===== config.mk =====
export PLATFORM = sky130hd
export DESIGN_NAME = load_store_unit
export DESIGN_NICKNAME = d
export VERILOG_FILES = /design/src/rtl/lsu_pkg.sv /design/src/rtl/lsu_align.sv /design/src/rtl/load_store_unit.sv
export SDC_FILE = /design/constraint.sdc
export NUM_CORES = 1
export LEC_CHECK = 0
export ABC_AREA = 1
export CORE_MARGIN = 2
export CORE_UTILIZATION = 40
export DETAILED_ROUTE_END_ITERATION = 16
export GPL_ROUTABILITY_DRIVEN = 0
export PLACE_DENSITY = 0.83
export SETUP_SLACK_MARGIN = 0.5
export SLEW_MARGIN = 10
export SYNTH_ARGS = -nofsm -noshare
export SYNTH_HDL_FRONTEND = slang
export SYNTH_HIERARCHICAL = 1
export SYNTH_SLANG_ARGS = --single-unit

===== constraint.sdc =====
create_clock -name clk -period 3.55 [get_ports clk]
set_input_delay 0.71 -clock clk [delete_from_list [all_inputs] [get_ports clk]]
set_output_delay 0.71 -clock clk [all_outputs]
set_load 0.05 [all_outputs]

===== src/rtl/lsu_pkg.sv =====
// lsu_pkg: shared types and fault check for the load/store unit.
package lsu_pkg;
    typedef enum logic [1:0] {SIZE_B, SIZE_H, SIZE_W, SIZE_X} size_e;
    typedef enum logic [1:0] {IDLE, ACCESS, DATA, RESP} state_e;

    // Range check is done in 33 bits so 4*RAM never wraps.
    function automatic logic is_fault(input logic [1:0] size, input logic [31:0] addr,
                                      input logic [32:0] limit);
        return size == SIZE_X || (size == SIZE_H && addr[0]) ||
               (size == SIZE_W && addr[1:0] != 2'b00) || {1'b0, addr} >= limit;
    endfunction
endpackage


===== src/rtl/lsu_align.sv =====
// lsu_align: store lane steering and load shift/extend.
module lsu_align
    import lsu_pkg::*;
(
    input  logic [1:0]  size,
    input  logic        is_unsigned,
    input  logic [1:0]  off,
    input  logic [31:0] store_data,
    input  logic [31:0] ram_data,
    output logic [3:0]  strb,
    output logic [31:0] lane_data,
    output logic [31:0] load_data
);
    logic [15:0] sh;
    always_comb begin
        sh = 16'(ram_data >> {off, 3'b000});
        strb = size == SIZE_B ? 4'b0001 << off : size == SIZE_H ? 4'b0011 << off : 4'b1111;
        lane_data = size == SIZE_B ? {4{store_data[7:0]}} :
                    size == SIZE_H ? {2{store_data[15:0]}} : store_data;
        load_data = size == SIZE_B ? {{24{~is_unsigned & sh[7]}}, sh[7:0]} :
                    size == SIZE_H ? {{16{~is_unsigned & sh[15]}}, sh} : ram_data;
    end
endmodule


===== src/rtl/load_store_unit.sv =====
// load_store_unit: sized CPU loads/stores to a word RAM with registered read and byte strobes.
module load_store_unit
    import lsu_pkg::*;
#(
    parameter int RAM = 15872
) (
    input  logic        clk,
    input  logic        reset,
    input  logic        req_valid,
    output logic        req_ready,
    input  logic        req_write,
    input  logic [1:0]  req_size,
    input  logic        req_unsigned,
    input  logic [31:0] req_addr,
    input  logic [31:0] req_wdata,
    output logic        resp_valid,
    input  logic        resp_ready,
    output logic [31:0] resp_rdata,
    output logic        resp_fault,
    output logic [31:0] mem_addr,
    output logic [31:0] mem_wdata,
    output logic [3:0]  mem_wstrb,
    input  logic [31:0] mem_rdata
);
    localparam logic [32:0] LIMIT = 33'(RAM) << 2;

    state_e state, next;
    logic [1:0] lat_size, lat_off;
    logic lat_unsigned, lat_write, fault;
    logic [3:0] strb;
    logic [31:0] lane_data, load_data;

    // One aligner: steered by the live request in IDLE, by the latched one afterwards.
    lsu_align u_align (
        .size        (state == IDLE ? req_size : lat_size),
        .is_unsigned (lat_unsigned),
        .off         (state == IDLE ? req_addr[1:0] : lat_off),
        .store_data  (req_wdata),
        .ram_data    (mem_rdata),
        .strb        (strb),
        .lane_data   (lane_data),
        .load_data   (load_data)
    );

    always_ff @(posedge clk or posedge reset)
        if (reset) state <= IDLE;
        else state <= next;

    always_comb begin
        fault = is_fault(req_size, req_addr, LIMIT);
        next = state == IDLE   ? (req_valid ? (fault ? RESP : ACCESS) : IDLE) :
               state == ACCESS ? DATA :
               state == DATA   ? RESP : (resp_ready ? IDLE : RESP);
    end

    always_comb req_ready = state == IDLE;

    always_ff @(posedge clk or posedge reset) begin
        if (reset) begin
            lat_size <= 2'b00;
            lat_off <= 2'b00;
            lat_unsigned <= 1'b0;
            lat_write <= 1'b0;
            mem_addr <= '0;
            mem_wdata <= '0;
            mem_wstrb <= '0;
            resp_rdata <= '0;
            resp_valid <= 1'b0;
            resp_fault <= 1'b0;
        end else begin
            if (state == IDLE && req_valid) begin
                lat_size <= req_size;
                lat_off <= req_addr[1:0];
                lat_unsigned <= req_unsigned;
                lat_write <= req_write;
                if (fault) begin
                    resp_fault <= 1'b1;
                    resp_rdata <= '0;
                    resp_valid <= 1'b1;
                end else begin
                    mem_addr <= {req_addr[31:2], 2'b00};
                    mem_wdata <= lane_data;
                    mem_wstrb <= req_write ? strb : 4'b0000;
                end
            end
            if (state == ACCESS) mem_wstrb <= 4'b0000;
            if (state == DATA) begin
                resp_rdata <= lat_write ? 32'h0 : load_data;
                resp_valid <= 1'b1;
                resp_fault <= 1'b0;
            end
            if (state == RESP && resp_ready) resp_valid <= 1'b0;
        end
    end
endmodule

== After elaboration in Yosys (flattened, before gate mapping) ==
Cells that the tools add are included.

* Output and inout bits: 103
* Flip-flop bits (word level): 108
* Word-level logic and storage cells: 73

* Shifts and indexed selects: 3
* Magnitude comparators: 1
* Reduce and logical (&&, ||, !) cells: 19
* Bitwise operators: 4
* Eq/ne operators: 8
* Muxes and demuxes: 27

{| class="wikitable"
|+ Operators by type and width
! kind !! count
|-
| $mux W32 || 8
|-
| $ge A32 B16 Y1 const B || 1
|-
| $shr A32 B5 Y16 || 1
|-
| $mux W4 || 6
|-
| $mux W2 || 8
|-
| $eq A2 B2 Y1 const B || 4
|-
| $reduce_and A2 Y1 || 4
|-
| $reduce_bool A2 Y1 || 4
|-
| $eq A2 B1 Y1 const B || 3
|-
| $reduce_bool A3 Y1 || 2
|-
| $mux W1 || 5
|-
| $logic_and A1 B1 Y1 || 4
|-
| $logic_not A2 Y1 || 2
|-
| $shl A1 B2 Y4 const A || 1
|-
| $shl A2 B2 Y4 const A || 1
|-
| $logic_or A1 B1 Y1 || 3
|-
| $and A1 B1 Y1 || 2
|-
| $ne A2 B1 Y1 const B || 1
|-
| $not A1 Y1 || 2
|}

== Logic depth before layout (Yosys ltp) ==
Gate-level depths: netlist of the first run.

* Depth after elaboration: 9
* Depth in mapped cells: 15
* Mapped depth without buffers: 12

== Cells and area by module ==
Netlist of the first run, hierarchy kept.

{| class="wikitable"
|+ By module, submodules not included
! module !! area each (sq um) !! sequential area each (sq um) !! times used !! cells an instance
|-
| load_store_unit || 4315.4 || 2702.6 || 1 || 489
|-
| lsu_align || 1426.4 || 0.0 || 1 || 293
|}

== Worst setup path after synthesis of the first run ==
OpenSTA, ideal clock, no wires.

* Path type: reg2reg
* Start: register state[0]
* End: register mem_wstrb[2]
* Data arrival time: 2511 ps
* Stages on the path, launching flop included: 11
* Period minus slack after synthesis: 2629 ps
* Path slack: 921 ps
* Library setup time: 118 ps
* Path through: dfrtp_1 nor2_1 clkbuf_1 o21ai_0 buf_2 inv_2 buf_2 ha_1 o22a_1 nand3_1 nand2_1

* Cells in the longest elaborated chain, start to end: 9
* Elaborated cells on any way between the ends: 18
* Classes of those cells: 3 x eq/ne; 2 x shift; 8 x mux; 5 x reduce/logical

{| class="wikitable"
|+ Ends and longest elaborated chain
! element !! line !! RTL
|-
| start: declaration || load_store_unit.sv:27 || <nowiki>state_e state, next;</nowiki>
|-
| start signal: assignment || load_store_unit.sv:47 || <nowiki>else state <= next;</nowiki>
|-
| $logic_not A2 Y1 (*) || -- ||
|-
| named net req_ready || load_store_unit.sv:10 || <nowiki>output logic req_ready,</nowiki>
|-
| $mux W2, on equally long branches || load_store_unit.sv:37, load_store_unit.sv:35 ||
|-
| $shl A2 B2 Y4 or $eq A2 B1 Y1 (tied branches) || lsu_align.sv:17 || <nowiki>strb = size == SIZE_B ? 4'b0001 << off : size == SIZE_H ? 4'b0011 << off : 4'b1111;</nowiki>
|-
| $mux W4 || lsu_align.sv:17 ||
|-
| $mux W4 (*) || lsu_align.sv:17 ||
|-
| named net strb[2] || load_store_unit.sv:30 || <nowiki>logic [3:0] strb;</nowiki>
|-
| $mux W4 (*) || load_store_unit.sv:83 || <nowiki>mem_wstrb <= req_write ? strb : 4'b0000;</nowiki>
|-
| $mux W4 (*) || load_store_unit.sv:76 || <nowiki>if (fault) begin</nowiki>
|-
| $mux W4 (*) || load_store_unit.sv:71 || <nowiki>if (state == IDLE && req_valid) begin</nowiki>
|-
| $mux W4 (*) || load_store_unit.sv:86 || <nowiki>if (state == ACCESS) mem_wstrb <= 4'b0000;</nowiki>
|-
| end signal: assignment || load_store_unit.sv:83 ||
|-
| end: declaration || load_store_unit.sv:22 || <nowiki>output logic [3:0] mem_wstrb,</nowiki>
|}

The timed path passes the listed nets; every way through them passes the cells marked *. The select of a mux whose other input is x is not followed.
A chain may end at the register's enable or synchronous reset.

== Final worst setup path of the first run ==
* Start: input req_size[0]
* End: register resp_rdata[20]

* Elaborated cells on any way between the ends: 17
* Classes of those cells: 4 x eq/ne; 5 x mux; 8 x reduce/logical

{| class="wikitable"
|+ RTL lines
! element !! line !! RTL
|-
| start: declaration || load_store_unit.sv:12 || <nowiki>input logic [1:0] req_size,</nowiki>
|-
| $mux W2 (*) || load_store_unit.sv:35 || <nowiki>.size (state == IDLE ? req_size : lat_size),</nowiki>
|-
| $eq A2 B1 Y1 || lsu_align.sv:21 || <nowiki>size == SIZE_H ? {{16{~is_unsigned & sh[15]}}, sh} : ram_data;</nowiki>
|-
| $mux W32 || lsu_align.sv:21 ||
|-
| $mux W32 (*) || lsu_align.sv:20 || <nowiki>load_data = size == SIZE_B ? {{24{~is_unsigned & sh[7]}}, sh[7:0]} :</nowiki>
|-
| named net load_data[20] || load_store_unit.sv:31 || <nowiki>logic [31:0] lane_data, load_data;</nowiki>
|-
| $mux W32 (*) || load_store_unit.sv:88 || <nowiki>resp_rdata <= lat_write ? 32'h0 : load_data;</nowiki>
|-
| $mux W32 (*) || load_store_unit.sv:87 || <nowiki>if (state == DATA) begin</nowiki>
|-
| end signal: assignment || load_store_unit.sv:88 ||
|-
| end: declaration || load_store_unit.sv:18 || <nowiki>output logic [31:0] resp_rdata,</nowiki>
|}

The timed path passes the listed nets; every way through them passes the cells marked *.

==> results.tsv, run 1 <==
stage	metric	value	unit
clock_tree	cts_buffer_depth	2	
sta	grt_setup_unrepaired	false	
detailed_routing	antenna_left	0	
grt	grt_pass1_wl	26.7	mm
finish	fillers	1245	
sta	hold_violations	0	
setup_path	cp.buffers_inverters	2	
clock_tree	cts_tree	yes	
run	maxCapViolCount	0	
floorplan	die-area	15300	um2
finish	final_common_cell	nand2_1	
yosys	synth_top_cells_by_area	dfrtp_1 47%, nand2_1 23%, nand3_1 8.5%	
yosys	synth_cells	782	
finish	final_cell_mix	351 x nand2_1, 204 x clkdlybuf4s50_1, 108 x dfrtp_1	
setup_path	slowest_delay	0.52	ns
floorplan	num_rows	43	
setup_path	worst-setup-path-type	input pin to register	
clock_tree	clk_pin_slew	0.08	ns
setup_path	crit_arrival	3.04	ns
floorplan	die_y	124	um
clock_tree	clk_latency	0.36	ns
grt	grtUsageTotal	0.226	
floorplan	start_util	0.412	
clock_tree	post_cts_buffers	0	
power_and_ir_drop	p_per_area	673	nW/um2
setup_path	cp_top_family	simple AND/OR/NAND/NOR gates	
sta	finClkSkew	0.00891	ns
outcome	outcome	completed	
grt	grt_max_degree	55	
yosys	yosysSeqAreaShare	0.471	
power_and_ir_drop	p_leak	4.20	nW
sta	min_period_over_period	0.774	
yosys	ys_types	29	
hold_path	whs_endpoint	mem_wdata[30]	
clock_tree	cts.repair.resized	0	
yosys	yosys_warnings	6	
setup_path	rr_startpoint	state[0]	
clock_tree	cts_max_level	3	
finish	diodes	0	
grt	grt_antenna_before_repair	0	
setup_path	worst_setup_path_start_kind	input pin	
clock_tree	cts-buffers-inserted	9	
yosys	yosys.area.top_type	dfrtp_1	
sta	fmax	0.364	GHz
hold_path	hold_class	register to register	
placement	dp_hpwl	12.5	mm
floorplan	io_pins	207	
grt	grt_pass1_vias	5235	
sta	setup_tns	0	ns
detailed_routing	drtIter0Drc	710	
clock_tree	cts_root_buf	clkbuf_16	
sta	hold_ws	0.480	ns
detailed_routing	wl	17.0	mm
sta	period_minus_slack	2.75	ns
power_and_ir_drop	peakVddDrop	0.418	mV
setup_path	reg2reg_depth	10	
detailed_routing	drc	0	
setup_path	critPathSlowestCell	nand3_2	
floorplan	core-area	13900	um2
detailed_routing	dr.pass1.iters	5	
sta	setup_violations	0	
placement	port_buffers	204	
setup_path	rrSetupSlack	0.95	ns
hold_path	hp-start	mem_wdata[30]	
hold_path	hold_depth	2	
sta	final_max_slew_viol_count	0	
finish	drive_gt1_frac	0.0603	
setup_path	worstPathMaxFanout	24	
sta	worstMarginPinSlew	1.02	ns
setup_path	endpoint_kind	register	
detailed_routing	wl_per_cell	14.9	um
setup_path	worstPathRequired	3.85	ns
clock_tree	cts.sinks	108	
yosys	syn-cell-area	5740	um2
yosys	yosysTopAreaCellShare	0.471	
detailed_routing	vias	5606	
yosys	synth.ff_latch_count	108	
sta	max_slew_margin	0.317	
grt	overflow	0	
yosys	avgSynthCellArea	7.34	um2
setup_path	r2r_end	resp_rdata[20]	
setup_path	crit_chain	clkdlybuf4s50_1, nand2_1, o21ai_0, inv_1, nand2_2, nor2_1, nand3_2, nand3_1, nand3_1, nand2_1	
finish	synthToLayoutAreaGrowth	40.9	%
detailed_routing	via_per_inst	4.91	
finish	fin_nets	1065	
floorplan	die_width	124	um
clock_tree	ctsHoldBuffers	0	
how the worst max path moves through the flow:
stage,start,end,slack [ns],depth (start not counted)
2_1_floorplan,state[0],mem_wstrb[2],0.92,10
3_3_place_gp,req_size[0],resp_rdata[18],0.49,10
3_5_place_dp,req_size[0],resp_rdata[17],0.45,10
4_1_cts,req_size[0],resp_rdata[17],0.83,10
5_1_grt,req_size[0],resp_rdata[20],0.56,10
6_report,req_size[0],resp_rdata[20],0.80,10
worst reg2reg max path: cells and delay by family (launching register included):
| family | cells | cell delay [ns] |
|---|---|---|
| buffers and inverters | 2 | 0.36 |
| flip-flops | 1 | 0.40 |
| AND/OR/NAND/NOR | 7 | 1.17 |
| AO/OA/AOI/OAI | 1 | 0.56 |
where the power goes:
group | leakage, nW | total [mW] | switching, mW | internal (mW)
Combinational | 2.67 | 2.97 | 2.03 | 0.934
Clock | 0.142 | 0.975 | 0.488 | 0.488
Sequential | 1.38 | 1.50 | 0.0968 | 1.40
Total | 4.20 | 5.44 | 2.62 | 2.82
registers in the layout (all words and copies together) (netlist names):
| name | count |
|---|---|
| lat_off | 2 |
| lat_size | 2 |
| lat_unsigned | 1 |
| lat_write | 1 |
| mem_addr | 30 |
| mem_wdata | 32 |
| mem_wstrb | 4 |
| resp_fault | 1 |
| resp_rdata | 32 |
| resp_valid | 1 |
| state | 2 |
logic make-up (layout without fill, tap and decap cells):
group,Yosys count,count (layout),share of synthesized area
AOI/OAI and AO/OA,41,41,0.0418
DFF,108,108,0.471
and+or+nand+nor,527,527,0.390
adders and majority gates,4,4,0.00872
other,1,2,0.000653
buffers and inverters,101,280,0.0880
through the flow:
stage               power, mW  cell area (um2)  instances   util  setup WS (ns)
finish                   5.44             8090       1142  0.581          0.803
detailed placement       4.46             7810       1126  0.560          0.447
CTS                      5.45             8090       1142  0.581          0.826
global route             5.83             8090       1142  0.581          0.563
floorplan                3.69             5750        783      -          0.921
global placement         4.42             7810       1126  0.560          0.490
final cells by class:
cell class | count | area [um2] | area share
tap | 180 | 225 | 0.0278
multi-input combinational | 574 | 2560 | 0.316
sequential | 108 | 2700 | 0.334
clock inverter | 7 | 60.1 | 0.00742
clock buffer | 9 | 225 | 0.0278
timing repair buffer | 215 | 2120 | 0.263
inverter | 49 | 195 | 0.0241
routing by layer:
metal / GRT usage / part of all wire
met5: 0 / 0
met4: 0.0973 / 0.033
met3: 0.0467 / 0.072
met2: 0.362 / 0.47
met1: 0.298 / 0.42
cells in the mapped netlist, drive strengths merged:
master and instances:
nand2 358, dfrtp 108, nand3 108, nor2 58
inv 48, buf 37, o21ai 30, clkbuf 15
o211ai 7, ha 4, a21oi 2, clkinv 1
conb 1, nand4 1, nor3 1, o21bai 1
o22a 1, or2 1
No activity file was read; power rests on OpenSTA's default activity.
==> inputs of run 2 (changes only) <==
--- a/config.mk
+++ b/config.mk
@@ -10,7 +10,7 @@
 export CORE_UTILIZATION = 40
 export DETAILED_ROUTE_END_ITERATION = 16
 export GPL_ROUTABILITY_DRIVEN = 0
-export PLACE_DENSITY = 0.83
+export PLACE_DENSITY = 0.8
 export SETUP_SLACK_MARGIN = 0.5
 export SLEW_MARGIN = 10
 export SYNTH_ARGS = -nofsm -noshare
==> constraint.sdc (replaced) <==
create_clock -name clk -period 2.7 [get_ports clk]
set_input_delay 0.54 -clock clk [delete_from_list [all_inputs] [get_ports clk]]
set_output_delay 0.54 -clock clk [all_outputs]
set_load 0.05 [all_outputs]
==> run 2 against run 1 <==
Compared with the run above: clock power increased by 35%; largest cell class unchanged; hold slack about the same; non-clock buffer count increased by 9; first-iteration DRC count decreased by 21%; critical path depth decreased by 9; wire length increased by 0.94%; total power increased by 37%; sequential power increased by 33%.
==> results.tsv, run 2 (synthesis results as in run 1) <==
stage	metric	value	unit	change
finish	largestRegisters	mem_wdata x32, resp_rdata x32, mem_addr x30		
power_and_ir_drop	pwr-share-clk	0.177		-0.002
placement	dp_hpwl	12.6	mm	+0.96%
setup_path	cp.buffers_inverters	1		-1
detailed_routing	drc	0		unchanged
placement	place_ws	0.300	ns	-0.147 ns
grt	overflow	0		unchanged
floorplan	start_util	0.412		unchanged
setup_path	endpoint_kind	output port		
sta	setup_violations	0		unchanged
clock_tree	clk_pin_slew	0.08	ns	about the same
grt	grt_max_degree	109		+98%
setup_path	worstPathRequired	2.16	ns	-1.69 ns
placement	postPlaceCellArea	7910	um2	+1.3%
clock_tree	cts.sinks	108		unchanged
sta	final_max_slew_viol_count	0		unchanged
sta	fmax	0.463	GHz	
clock_tree	cts-buffers-inserted	9		unchanged
finish	fin_cells	1151		+0.79%
setup_path	worst_setup_path_start_kind	register		
setup_path	worstPathMaxFanout	2		-92%
sta	period_minus_slack	2.16	ns	
clock_tree	cts_max_level	3		unchanged
detailed_routing	wl_met3	1.17	mm	-5.0%
power_and_ir_drop	p_switching	3.56	mW	+36%
finish	fin_nets	1074		+0.85%
grt	grt_pass1_wl	27.0	mm	+1.3%
finish	final_common_cell	nand2_1		
floorplan	core-area	13900	um2	unchanged
setup_path	crit_arrival	1.62	ns	-1.42 ns
detailed_routing	wl_per_cell	14.9	um	+0.15%
power_and_ir_drop	p_leak	4.26	nW	+1.5%
sta	min_period_over_period	0.800		
clock_tree	ctsHoldBuffers	0		unchanged
run	maxCapViolCount	0		unchanged
floorplan	io_pins	207		unchanged
finish	finalInstanceArea	8260	um2	+2.1%
sta	finClkSkew	0.0102	ns	+0.00133 ns
clock_tree	cts_root_buf	clkbuf_16		
setup_path	worst-setup-path-type	register to output port		
grt	grt_antenna_before_repair	0		unchanged
power_and_ir_drop	intPower	3.90	mW	+38%
detailed_routing	m1WireLength	7.23	mm	+1.1%
finish	synthToLayoutAreaGrowth	43.9	%	
detailed_routing	vias	5653		+0.84%
sta	timing.final.ws_setup	0.539	ns	-0.264 ns
setup_path	cp_top_family	buffers and inverters		
power_and_ir_drop	peakVddDrop	0.590	mV	+41%
finish	diodes	0		unchanged
clock_tree	cts_buffer_depth	2		unchanged
detailed_routing	top_layer	met4		
clock_tree	clk_latency	0.36	ns	about the same
setup_path	crit_chain	clkdlybuf4s50_1		
finish	final_util	0.593		+0.0123
grt	grt_pass1_vias	5190		-0.86%
sta	setup_tns	0	ns	unchanged
power_and_ir_drop	p_sw_frac	0.478		-0.00332
power_and_ir_drop	pwr-share-seq	0.266		-0.010
sta	hold_ws	0.480	ns	+0.000281 ns
hold_path	hold_class	register to register		
floorplan	die-area	15300	um2	unchanged
power_and_ir_drop	p_per_area	903	nW/um2	+34%
power_and_ir_drop	pwr-share-comb	0.556		+0.011
floorplan	num_rows	43		unchanged
outcome	outcome	completed		
detailed_routing	wl	17.2	mm	+0.94%
setup_path	slowest_delay	0.85	ns	+0.33 ns
detailed_routing	dr.pass1.iters	5		unchanged
detailed_routing	wl_met2	8.23	mm	+2.0%
finish	drive_gt1_frac	0.0731		+0.0128
floorplan	die_width	124	um	unchanged
detailed_routing	antenna_left	0		unchanged
floorplan	die_y	124	um	unchanged
clock_tree	cts_tree	yes		
sta	grt_setup_unrepaired	false		
placement	placedCellCount	1133		+0.62%
power_and_ir_drop	p_total	7.46	mW	+37%
sta	hold_violations	0		unchanged
finish	final_cell_mix	351 x nand2_1, 203 x clkdlybuf4s50_1, 107 x dfrtp_1		
placement	port_buffers	204		unchanged
detailed_routing	via_per_inst	4.91		about the same
detailed_routing	drtIter0Drc	559		-21%
grt	grtUsageTotal	0.229		+0.00288
sta	worstMarginPinSlew	1.03	ns	+0.00548 ns
sta	max_slew_margin	0.314		-0.00366
setup_path	critPathSlowestCell	clkdlybuf4s50_1		
## run 2: metal layers
layer	global-route usage	vias to the layer above
met2	0.359	238
met1	0.316	2578
met4	0.0959	0
li1	-	2797
met3	0.0357	40
met5	0	-
## run 2: path summary, 6_finish.rpt
path	cells after the start	slack, ns	start	to
max	1	0.54	resp_rdata[4]	resp_rdata[4]
min	2	0.48	mem_wdata[20]	mem_wdata[20]
max reg2reg	13	0.66	state[1]	resp_rdata[22]
min reg2reg	2	0.48	mem_wdata[20]	mem_wdata[20]
max in group asynchronous	3	1.57	reset	lat_unsigned
min in group asynchronous	3	0.69	reset	mem_addr[15]
## run 2: cell type report
cell class                      count  area, um2
Fill cell                        1255       5670
Sequential cell                   108       2700
Multi-Input combinational cell    574       2580
Timing Repair Buffer              224       2260
Clock buffer                        9        225
Tap cell                          180        225
Inverter                           49        195
Clock inverter                      7       67.6
## run 2: repair_timing
action,4_1_cts,5_1_grt
endpoints found under the setup margin,8,31
buffers inserted,0,2
cloned,0,0
pin swaps,0,3
resized for setup,1,8
## run 2: power groups by stage
stage	sequential, mW	combinational, mW	clock [mW]
floorplan	2.53	2.34	0
global placement	2.00	3.95	0
detailed placement	2.01	3.99	0
CTS	1.98	4.02	1.35
global route	2.01	4.55	1.42
finish	1.99	4.15	1.32
==> inputs of run 3 (changes only) <==
==> constraint.sdc (replaced) <==
create_clock -name clk -period 2 [get_ports clk]
set_input_delay 0.4 -clock clk [delete_from_list [all_inputs] [get_ports clk]]
set_output_delay 0.4 -clock clk [all_outputs]
set_load 0.05 [all_outputs]
==> run 3 against run 2 <==
Compared with the run above: global-route usage up 1.9 points; wire length is 14% higher; register-to-register slack worse by 0.63 ns; sequential power is 34% higher; via count rose by 9.9%; first-iteration DRC count rose by 43%; hold slack got worse by 0.0030 ns; combinational power is 71% higher; cell count up 4.2%.
==> results.tsv, run 3 (synthesis results as in run 1) <==
stage	metric	value	unit	change
finish	diodes	0		unchanged
detailed_routing	drtIter0Drc	800		+43%
sta	grt_setup_unrepaired	true		
grt	grt_max_degree	63		-42%
setup_path	crit_arrival	2.26	ns	+0.64 ns
detailed_routing	dr.pass1.iters	5		unchanged
floorplan	io_pins	207		unchanged
setup_path	worstPathRequired	2.29	ns	+0.13 ns
setup_path	worst-setup-path-type	register to register		
clock_tree	cts_max_level	3		unchanged
power_and_ir_drop	peakVddDrop	0.814	mV	+38%
grt	overflow	0		unchanged
power_and_ir_drop	pwr-share-clk	0.167		-0.010
clock_tree	cts_buffer_depth	2		unchanged
clock_tree	clk_pin_slew	0.08	ns	about the same
floorplan	core-area	13900	um2	unchanged
sta	setup_violations	0		unchanged
power_and_ir_drop	p_per_area	1290	nW/um2	+43%
clock_tree	clk_latency	0.35	ns	about the same
run	maxCapViolCount	0		unchanged
power_and_ir_drop	pwr-share-seq	0.228		-0.038
setup_path	endpoint_kind	register		
grt	grt_pass1_vias	5827		+12%
finish	seq_area	2700	um2	about the same
setup_path	reg2reg_depth	12		-1
detailed_routing	vias	6213		+9.9%
outcome	outcome	completed		
sta	hold_ws	0.477	ns	-0.00302 ns
detailed_routing	via_per_inst	5.18		+5.5%
clock_tree	cts.sinks	108		unchanged
finish	final_cell_mix	329 x nand2_1, 108 x dfrtp_1, 98 x clkdlybuf4s50_1		
power_and_ir_drop	p_switching	5.43	mW	+53%
detailed_routing	wl	19.6	mm	+14%
grt	grtUsageTotal	0.248		+0.0194
hold_path	hold_depth	2		unchanged
finish	multi_input_area	2840	um2	+9.8%
detailed_routing	drc	0		unchanged
power_and_ir_drop	p_total	11.7	mW	+57%
finish	synthToLayoutAreaGrowth	57.6	%	
clock_tree	cts_tree	yes		
finish	drive_gt1_frac	0.265		+0.192
clock_tree	cts_root_buf	clkbuf_16		
hold_path	hold_class	register to register		
placement	dp_hpwl	13.2	mm	+4.9%
finish	fillers	1130		-10%
sta	period_minus_slack	1.97	ns	
sta	hold_violations	0		unchanged
floorplan	die-area	15300	um2	unchanged
power_and_ir_drop	p_leak	4.87	nW	+14%
sta	fmax	0.508	GHz	
finish	final_common_cell	nand2_1		
clock_tree	ctsHoldBuffers	0		unchanged
floorplan	start_util	0.412		unchanged
grt	grt_antenna_before_repair	0		unchanged
setup_path	rrSetupSlack	0.03	ns	-0.63 ns
floorplan	num_rows	43		unchanged
setup_path	worst_setup_path_start_kind	register		
sta	setup_tns	0	ns	unchanged
finish	final_util	0.649		+0.0562
sta	final_max_slew_viol_count	0		unchanged
detailed_routing	antenna_left	0		unchanged
power_and_ir_drop	p_sw_frac	0.464		-0.0133
finish	fin_nets	1123		+4.6%
power_and_ir_drop	pwr-share-comb	0.605		+0.049
setup_path	worstPathMaxFanout	10		+8
power_and_ir_drop	intPower	6.27	mW	+61%
grt	grt_pass1_wl	29.6	mm	+9.5%
sta	finClkSkew	0.00634	ns	-0.00390 ns
placement	port_buffers	204		unchanged
floorplan	die_y	124	um	unchanged
sta	min_period_over_period	0.983		
clock_tree	cts-buffers-inserted	9		unchanged
finish	largestRegisters	mem_wdata x32, resp_rdata x32, mem_addr x30		
floorplan	die_width	124	um	unchanged
detailed_routing	wl_per_cell	16.4	um	+9.7%
-- run 3: power by group through the flow --
stage	clock network (mW)	logic, mW	registers (mW)
6_report	1.96	7.08	2.67
5_1_grt	2.07	7.61	2.71
4_1_cts	1.99	6.21	2.66
3_5_place_dp	0	6.10	2.71
3_3_place_gp	0	6.01	2.69
2_1_floorplan	0	3.27	3.41
-- run 3: final timing paths --
path	startpoint	to
min reg2reg	mem_wdata[3]	mem_wdata[3]
max	state[0]	resp_rdata[3]
min	mem_wdata[3]	mem_wdata[3]
max in group asynchronous	reset	lat_off[0]
min in group asynchronous	reset	mem_addr[17]
max reg2reg	state[0]	resp_rdata[3]
-- run 3: cell type report --
cell class              instances  share of cell area
flip-flops and latches        108               0.299
repair buffers                272               0.304
clock buffers                   9              0.0249
clock inverters                 6              0.0107
well taps                     180              0.0249
inverters                      49              0.0232
multi-input cells             575               0.313
-- run 3: critical path, stage by stage, from the launching register on --
cell and delay, ns:
dfrtp_1 0.42, nor2_4 0.14, buf_12 0.14, nor2_2 0.04
a21oi_2 0.15, buf_12 0.16, buf_8 0.12, o21ai_0 0.08
o21ai_1 0.26, nand2_1 0.11, nand2_1 0.09, nand3_1 0.09
nand2_1 0.09
-- run 3: metrics by stage --
stage | setup WS [ns] | std cells | instance area (um2)
5_1_grt | -0.0795 | 1199 | 9050
6_report | 0.0330 | 1199 | 9050
3_3_place_gp | -0.0897 | 1164 | 8210
4_1_cts | 0.102 | 1193 | 8760
2_1_floorplan | 0.0423 | 783 | 5800
3_5_place_dp | -0.132 | 1164 | 8210
-- run 3: what timing repair did --
action | 4_1_cts | 5_1_grt
pin swaps | 5 | 24
setup endpoints to repair | 187 | 152
resized for setup | 357 | 100
cloned | 5 | 2
setup buffers | 9 | 4
-- run 3: layer usage --
metal  global-route usage  up-vias  share of wire
li1                     -     2902              -
met1                0.328     2917           0.41
met2                0.398      320           0.48
met3               0.0412       74          0.071
met4                0.119        0          0.039
met5                    0        -              0
